==> src/rtl/fetch_pkg.sv <==
// Shared types and constants for the instruction-fetch block.
// Latency: n/a (types and constants only).
// Backpressure: n/a.
package fetch_pkg;

  localparam int FETCH_ADDR_W = 32;
  localparam int FETCH_DATA_W = 32;

  // Instructions are fixed-width words; the PC advances by one word per fetch.
  localparam int INSTR_BYTES = 4;

  localparam logic [FETCH_ADDR_W-1:0] DEFAULT_RESET_PC = 32'h0000_0000;

  // One prefetch queue entry: the PC the word was fetched from plus the word.
  typedef struct packed {
    logic [FETCH_ADDR_W-1:0] pc;
    logic [FETCH_DATA_W-1:0] instr;
  } fetch_entry_t;

endpackage

==> src/rtl/fetch_fifo.sv <==
// Generic DEPTH-entry circular buffer of fetch entries with synchronous flush.
// Latency: 1 cycle push-to-head; head is a registered entry, no bypass.
// Backpressure: none internally; the caller must not push when full unless popping.
//
// Ports: clk/rst_n; push + push_dat write the tail; pop advances the head;
// flush empties the buffer (wins over push/pop); head_dat is the oldest
// entry; count is the number of occupied entries (0..DEPTH).
module fetch_fifo
  import fetch_pkg::*;
#(
  parameter type entry_t = fetch_entry_t,
  parameter int  DEPTH   = 4,
  localparam int PW      = $clog2(DEPTH),
  localparam int CW      = $clog2(DEPTH) + 1
) (
  input  logic          clk,
  input  logic          rst_n,
  input  logic          push,
  input  entry_t        push_dat,
  input  logic          pop,
  input  logic          flush,
  output entry_t        head_dat,
  output logic [CW-1:0] count
);

  entry_t        mem [DEPTH];
  logic [PW-1:0] wr_ptr;
  logic [PW-1:0] rd_ptr;

  // DEPTH is a power of two, so the pointers wrap naturally at DEPTH.
  always_ff @(posedge clk or negedge rst_n) begin
    if (!rst_n) begin
      for (int i = 0; i < DEPTH; i++) mem[i] <= '0;
      wr_ptr <= '0;
      rd_ptr <= '0;
      count  <= '0;
    end else if (flush) begin
      wr_ptr <= '0;
      rd_ptr <= '0;
      count  <= '0;
    end else begin
      if (push) begin
        mem[wr_ptr] <= push_dat;
        wr_ptr      <= wr_ptr + PW'(1);
      end
      if (pop) rd_ptr <= rd_ptr + PW'(1);
      count <= count + CW'(push) - CW'(pop);
    end
  end

  assign head_dat = mem[rd_ptr];

endmodule

==> src/rtl/fetch_prefetch_ctrl.sv <==
// Instruction-fetch controller: owns the fetch PC, reads the ROM every cycle, queues words for decode.
// Latency: 1 cycle from ROM fetch to head-valid; 1 instruction/cycle sustained with ready high.
// Backpressure: decode ready low fills the queue to DEPTH, then the PC holds until a pop.
//
// Ports: iClk/iRstN; oRomAddr/iRomData combinational ROM read; iFetchEn gates
// fetching; iRedirect/iRedirectPC flush and restart; oInstrValid/iInstrReady
// with oInstr/oInstrPC is the decode handshake; oCount is queue occupancy.
module fetch_prefetch_ctrl
  import fetch_pkg::*;
#(
  parameter int                    DATA_WIDTH = 32,
  parameter int                    ADDR_WIDTH = 32,
  parameter int                    DEPTH      = 4,
  parameter logic [ADDR_WIDTH-1:0] RESET_PC   = ADDR_WIDTH'(DEFAULT_RESET_PC)
) (
  input  logic                     iClk,
  input  logic                     iRstN,
  output logic [ADDR_WIDTH-1:0]    oRomAddr,
  input  logic [DATA_WIDTH-1:0]    iRomData,
  input  logic                     iFetchEn,
  input  logic                     iRedirect,
  input  logic [ADDR_WIDTH-1:0]    iRedirectPC,
  output logic                     oInstrValid,
  input  logic                     iInstrReady,
  output logic [DATA_WIDTH-1:0]    oInstr,
  output logic [ADDR_WIDTH-1:0]    oInstrPC,
  output logic [$clog2(DEPTH):0]   oCount
);

  localparam int CW = $clog2(DEPTH) + 1;

  typedef struct packed {
    logic [ADDR_WIDTH-1:0] pc;
    logic [DATA_WIDTH-1:0] instr;
  } entry_t;

  logic [ADDR_WIDTH-1:0] pc_q;
  logic                  full;
  logic                  push;
  logic                  pop;
  entry_t                tail_dat;
  entry_t                head_dat;

  // The PC register drives the ROM directly so the ROM read path starts at a flop.
  assign oRomAddr = pc_q;

  assign oInstrValid = (oCount != '0);
  assign full        = (oCount == CW'(DEPTH));

  // A redirect kills the head presented this cycle, so it is never popped.
  assign pop  = oInstrValid && iInstrReady && !iRedirect;
  // A full queue can still accept a word when the head leaves in the same cycle.
  assign push = iFetchEn && !iRedirect && (!full || pop);

  // Redirect targets are forced to word alignment; PC wraps modulo 2^ADDR_WIDTH.
  always_ff @(posedge iClk or negedge iRstN) begin
    if (!iRstN) begin
      pc_q <= RESET_PC;
    end else if (iRedirect) begin
      pc_q <= iRedirectPC & ~ADDR_WIDTH'(INSTR_BYTES - 1);
    end else if (push) begin
      pc_q <= pc_q + ADDR_WIDTH'(INSTR_BYTES);
    end
  end

  assign tail_dat = '{pc: pc_q, instr: iRomData};

  fetch_fifo #(
    .entry_t (entry_t),
    .DEPTH   (DEPTH)
  ) u_fetch_fifo (
    .clk      (iClk),
    .rst_n    (iRstN),
    .push     (push),
    .push_dat (tail_dat),
    .pop      (pop),
    .flush    (iRedirect),
    .head_dat (head_dat),
    .count    (oCount)
  );

  assign oInstr   = head_dat.instr;
  assign oInstrPC = head_dat.pc;

endmodule

==> config.mk <==
export PLATFORM = sky130hd
export DESIGN_NAME = fetch_prefetch_ctrl
export DESIGN_NICKNAME = d
export VERILOG_FILES = /design/src/rtl/fetch_pkg.sv /design/src/rtl/fetch_fifo.sv /design/src/rtl/fetch_prefetch_ctrl.sv
export SDC_FILE = /design/constraint.sdc
export NUM_CORES = 1
export LEC_CHECK = 0
export CAP_MARGIN = 20
export CORE_ASPECT_RATIO = 0.9
export CORE_MARGIN = 1.5
export CORE_UTILIZATION = 30
export DETAILED_ROUTE_END_ITERATION = 10
export SYNTH_ARGS = -nofsm -noshare
export SYNTH_HDL_FRONTEND = slang
export SYNTH_SLANG_ARGS = --single-unit
export TNS_END_PERCENT = 10
==> constraint.sdc <==
create_clock -name iClk -period 2.1 [get_ports iClk]
set_input_delay 0.42 -clock iClk [delete_from_list [all_inputs] [get_ports iClk]]
set_output_delay 0.42 -clock iClk [all_outputs]
set_load 0.05 [all_outputs]
Word-level counts from Yosys, hierarchy flattened. Cells that the tools add are included.

Bitwise operators: 3. Reductions and logical operators: 12. Shifts and indexed selects: 0. Add/subtract/negate cells: 5. Multiply operators: 0. Magnitude comparators: 3. Equal/unequal tests: 1. Multiplexer cells: 13. Divide/modulo/power cells: 0.

Operators with widths (number): 256-bit bitwise mux (1); 64-bit 2-to-1 mux (3); 64-bit binary-select mux with 2-bit select (1); 64-bit demux with 2-bit select (1); 32-bit 2-to-1 mux (2); 32-bit by 3-bit adder with 32-bit output (second input constant) (1); 2-bit 2-to-1 mux (4); 3-bit >= comparator (second input constant) (2); 2-bit NOT with 3-bit output (2); 1-bit logical AND (5); 2-bit by 1-bit adder with 2-bit output (second input constant) (2); 2-bit nonzero test (2); 3-bit by 1-bit adder with 3-bit output (1); 3-bit equality test (second input constant) (1); 3-bit by 1-bit < comparator with 1-bit output (second input constant) (1); 3-bit 2-to-1 mux (1); 3-bit nonzero test (1); 3-bit by 1-bit subtractor with 3-bit output (1); 1-bit logical NOT (2); 2-bit AND reduction (1); 1-bit logical OR (1); 1-bit NOT (1).

Bits in read-only memories: 0. Word-level logic and storage cells: 49. RAM bits: 0. Output and inout bits: 100. Register bits after elaboration: 295. Memories kept: 0. Bits in latches: 0. Input bits: 69.

Longest topological paths before layout. Gate-level depths: netlist of the first run.

Depth in word-level cells: 8. Mapped depth: 12. Gate-level depth less buffers: 11.

By module. From an unflattened synthesis of the first run, not the netlist that was laid out.

Cell total of the unflattened synthesis: 859. Area, all modules: 14208.6 um2.

By module, submodules not included: fetch_fifo (cells each 657, area an instance 12354.3 um2, times used 1, seq. area each 6581.3 um2); fetch_prefetch_ctrl (cells each 202, area an instance 1854.3 um2, times used 1, seq. area each 750.7 um2).

Worst setup path after synthesis of the first run. No wires, ideal clock.

Kind: register -> register. From: register u_fetch_fifo.count[1]. To: register u_fetch_fifo.count[2]. Setup time: 0.132 ns. Path buffers: 0. Stages on the path, launching flop included: 12. Arrival time: 2.720 ns. Data required time: 1.968 ns. Clock period less this slack: 2.852 ns. Setup slack: -0.752 ns. Path through: dfrtp_1 or3_1 nand2_1 nor2_1 ha_1 inv_1 ha_1 inv_1 fa_1 xor2_1 xnor2_1 nor2_1.

Word-level cells in the longest chain between the ends: 8. Elaborated cells on any way between the ends: 10. Those cells by class: add/sub (2); eq/ne (1); mux (1); reduce/logical (6).

Ends and longest elaborated chain: start: declaration (line fetch_fifo.sv:23) `output logic [CW-1:0] count`; start signal: assignment (line fetch_fifo.sv:47) `count <= count + CW'(push) - CW'(pop);`; 3-bit nonzero test * (line fetch_prefetch_ctrl.sv:47) `assign oInstrValid = (oCount != '0);`; via oInstrValid (line fetch_prefetch_ctrl.sv:23) `output logic oInstrValid,`; 1-bit logical AND * (2 in series) (line fetch_prefetch_ctrl.sv:51) `assign pop = oInstrValid && iInstrReady && !iRedirect;`; 1-bit logical OR (line fetch_prefetch_ctrl.sv:53) `assign push = iFetchEn && !iRedirect && (!full || pop);`; 1-bit logical AND (line fetch_prefetch_ctrl.sv:53); 3-bit by 1-bit adder with 3-bit output (line fetch_fifo.sv:47); 3-bit by 1-bit subtractor with 3-bit output * (line fetch_fifo.sv:47); 3-bit 2-to-1 mux * (line fetch_fifo.sv:37) `end else if (flush) begin`.

The timed path passes the listed nets; every way through them passes the cells marked *. A chain may end at the register's enable or synchronous reset.

Final worst setup path of the first run.
From: register u_fetch_fifo.rd_ptr[0]. To: output oInstrPC[30].

Word-level cells in the longest chain between the ends: 4.

Ends and longest elaborated chain: start: declaration (line fetch_fifo.sv:28) `logic [PW-1:0] rd_ptr;`; start signal: assignment (line fetch_fifo.sv:46) `if (pop) rd_ptr <= rd_ptr + PW'(1);`; 2-bit NOT with 3-bit output (implied by the code) (line fetch_fifo.sv:51) `assign head_dat = mem[rd_ptr];`; 64-bit binary-select mux with 2-bit select (line fetch_fifo.sv:51); 64-bit 2-to-1 mux (implied by the code) (2 in series) (line fetch_fifo.sv:51); end: declaration (line fetch_prefetch_ctrl.sv:26) `output logic [ADDR_WIDTH-1:0] oInstrPC,`.

No other way between the ends. The select of a mux whose other input is x is not followed.

==> results of run 1 <==
## state kept, by name (all words and copies together) (netlist names)
register,count
u_fetch_fifo.wr_ptr,2
u_fetch_fifo.mem,248
u_fetch_fifo.rd_ptr,2
u_fetch_fifo.count,3
oRomAddr,30
## cells in the final DEF, fill, tap and decap left out, drive strengths merged, types with 2 or more instances in the layout
cell,count
a21oi,2
a31oi,17
and2,3
and3,6
and4,3
buf,162
bufinv,7
clkbuf,44
clkdlybuf4s50,65
clkinv,9
clkinvlp,2
conb,4
dfrtp,285
dlygate4sd2,12
ha,7
inv,10
mux2,248
mux4,62
nand2,25
nand3,18
nand4,10
nor2,25
nor2b,4
nor3,3
o21ai,16
o31a,2
o31ai,12
or3,6
or4,16
or4b,3
xnor2,4
xor2,8
## area by class of cell
class	count	area [sq um]
Tap cell	555	694
Multi-Input combinational cell	514	5530
Inverter	9	33.8
Clock inverter	19	302
Fill cell	3937	25700
Timing Repair Buffer	241	2610
Clock buffer	43	935
Sequential cell	285	7160
Antenna cell	1	2.50
## through the flow
stage          total power [uW]  setup slack, ps
2_1_floorplan             15600             -348
3_3_place_gp              18500             -432
3_5_place_dp              18800             -396
4_1_cts                   26200             -374
5_1_grt                   27100             -405
6_report                  25800             -346
## worst reg2reg max path, cell delays in order, from the launching register on
cell	delay (ps)
dfrtp_2	400
or3_4	390
nand2_2	80
nor2_1	40
ha_1	270
inv_1	60
ha_1	130
inv_1	50
fa_2	330
xor2_1	170
xnor2_1	140
nor2_1	50
## power groups by stage
stage                     clock network (uW)  logic [uW]  registers [uW]
after global placement                     0        9920            8630
after detailed placement                   0       10100            8710
final                                   6420       10800            8610
after floorplan                            0        7030            8600
after CTS                               6640       10900            8610
after global routing                    6840       11400            8890
## what timing repair did
action                     CTS  global route
hold endpoints to repair    42             0
resized for setup           79             4
setup buffers                3             1
hold buffers                 1             0
cloned                       2             1
setup endpoints to repair  265           119
pin swaps                    2             0
## routing by layer
layer,wire (microns),part of all wire (%)
met5,11,0.034
met4,497,1.5
met3,1790,5.5
met2,15100,46
met1,15200,47
## worst max-delay path by stage
stage	startpoint	endpoint	slack, ps	depth (start not counted)
after floorplan	u_fetch_fifo.count[2]$_DFF_PN0_	u_fetch_fifo.count[2]$_DFF_PN0_	-350	11
after global placement	iInstrReady	u_fetch_fifo.count[2]$_DFF_PN0_	-430	12
after detailed placement	iInstrReady	u_fetch_fifo.mem[129]$_DFFE_PN0P_	-400	7
after CTS	u_fetch_fifo.rd_ptr[0]$_DFFE_PN0P_	oInstrPC[4]	-370	4
after global routing	u_fetch_fifo.rd_ptr[0]$_DFFE_PN0P_	oInstr[10]	-410	4
final	u_fetch_fifo.rd_ptr[0]$_DFFE_PN0P_	oInstrPC[30]	-350	4
## cell families after synthesis
kind of cell    count (synthesis)  synth area share (%)
mux                           311                  32.2
flops                         285                  54.7
simple gates                  125                  5.33
compound gates                 54                  2.65
xor+xnor                       12                 0.806
buf+inv                        80                  3.49
other cells                     1                0.0287
fa+ha+maj                       8                 0.825
==> key figures, run 1 <==
Run status
  – Status: complete, but fails checks
  – Failing checks: setup timing

STA
  – Min Tclk post-route: 2450 ps
  – Crit share post-route: 116%
  – Fmax: 409 MHz
  – Hold Slack: 422 ps
  – Worst clock skew: 28.7 ps
  – Setup_tns: -17,380 ps
  – Final Hold Vio Count: 0
  – Slew Limit Fails: 0
  – Final worst slack: -346 ps
  – RSZ-0062 raised after global routing: true
  – Final setup vio count: 63

Clock network
  – CTS Buffer Depth: 3
  – H-tree depth: 2
  – Clk Latency, worst-skew pair: 530 ps
  – TritonCTS Buffers: 34
  – CTS tree: built
  – Sink Count: 285
  – Reg clk slew, reported paths: 60 ps
  – Clock root buffer: clkbuf_16

Critical path
  – Worst Reg-to-Reg Cells: 11
  – CP cell instances: buf_4 -> buf_12 -> mux4_2 -> buf_6
  – CP max FO: 12
  – Slowest stage delay, CP: 570 ps
  – Setup CP Type: flip-flop to output port
  – CP required: 1680 ps
  – Setup slack, reg-to-reg: -120 ps
  – Crit path capture type: output port
  – Crit path DAT: 2030 ps
  – Crit start category: flip-flop
  – Crit-path slowest cell: mux4_2
  – R2R Path End: u_fetch_fifo.count[2]$_DFF_PN0_
  – Delay-heaviest family, CP: multiplexers
  – Crit Reg-Reg Startpoint: u_fetch_fifo.count[2]$_DFF_PN0_
  – CP bufs+invs: 3

Synth
  – Flops & latches, synth: 285
  – Most frequent cell after synthesis: dfrtp_1
  – Syn Area/Cell: 14.9 sq um
  – Distinct cells, synth: 51
  – Synth Warn #: 0
  – Post-synthesis async set-or-reset flop share: 100%
  – Post-synth EDFFs: 0
  – Post-synth top area cell: dfrtp_1
  – Syn Std Cell Area: 13,000 sq um
  – Synth top cells by count: 285 x dfrtp_1, 248 x mux2_2, 62 x mux4_2
  – Syn Inst Count: 876
  – Ranking of synthesized cells by area: dfrtp_1 55%, mux2_2 21%, mux4_2 11%
  – Area share of the largest cell type after synthesis: 54.7%
  – Synth Flop Type: dfrtp_1
  – Share of synthesized area occupied by flip-flops and latches: 54.7%

Cells and area
  – Area growth, synth to finish: 32.4%
  – Non-Filler Instances: 1,667
  – Final net count: 1,162
  – Layout cells sized above 1: 51.7%
  – Design area: 17,300 sq um
  – Final core utilization: 40.2%

Routing
  – Pre-antenna DRT Iters: 4
  – WL/cell: 19.6 microns
  – DRC viols: 0
  – DR vias: 8,239
  – DR iter-0 viols: 376
  – Post-Route WL: 32.6 mm
  – Routed vias/inst: 4.94
  – Final ANT Viol Nets: 0

Global routing
  – Met2 Track Usage GR: 23.1%
  – Global-route usage over all layers: 14.8%
  – Met1 Use GR: 20.7%
  – First-pass GRT wire length: 51.3 mm
  – Pin count of the biggest net entering global routing: 72
  – Number of global-route vias before repair: 8,586
  – Met3 Use GR: 3.53%
  – Overflow after GRT: 0
  – Initial antenna violation count: 2
  – Global route hottest layer: met2

Power
  – Cell Int Power: 16,700 uW
  – PwrDens: 1500 nW/um^2
  – Clock share of power: 24.8%
  – Seq pwr share: 33.3%
  – Logic pwr share: 41.8%
  – Max VDD drop: 0.000712 V
  – Switching Share: 35.3%
  – NetSw: 9120 uW
  – Lkg Pwr: 0.00742 uW

Die
  – Rows: 72
  – Die extent in y: 201 microns
  – Ports: 169
  – Initial core utilization: 30.4%
  – Die Width: 223 microns
  – Placeable Area: 43,000 sq um
  – Die ar.: 44,700 sq um

Place
  – Placed insts: 1,596
  – I/O Buffers: 162
  – Gpl congestion: 0.781
  – Placed Area: 15,600 sq um
  – DP HPWL: 22.1 mm

Run
  – Max_cap viols: 0

Min path
  – Min-delay worst type: input port to async pin
Power figures use the tool's default switching activity.
==> inputs of run 2 (changes only) <==
--- a/config.mk
+++ b/config.mk
@@ -5,6 +5,7 @@
 export SDC_FILE = /design/constraint.sdc
 export NUM_CORES = 1
 export LEC_CHECK = 0
+export ABC_CLOCK_PERIOD_IN_PS = 2100
 export CAP_MARGIN = 20
 export CORE_ASPECT_RATIO = 0.9
 export CORE_MARGIN = 1.5
==> results of run 2 <==
Same layout as run 1: the final DEF is identical, and so are final timing and power.
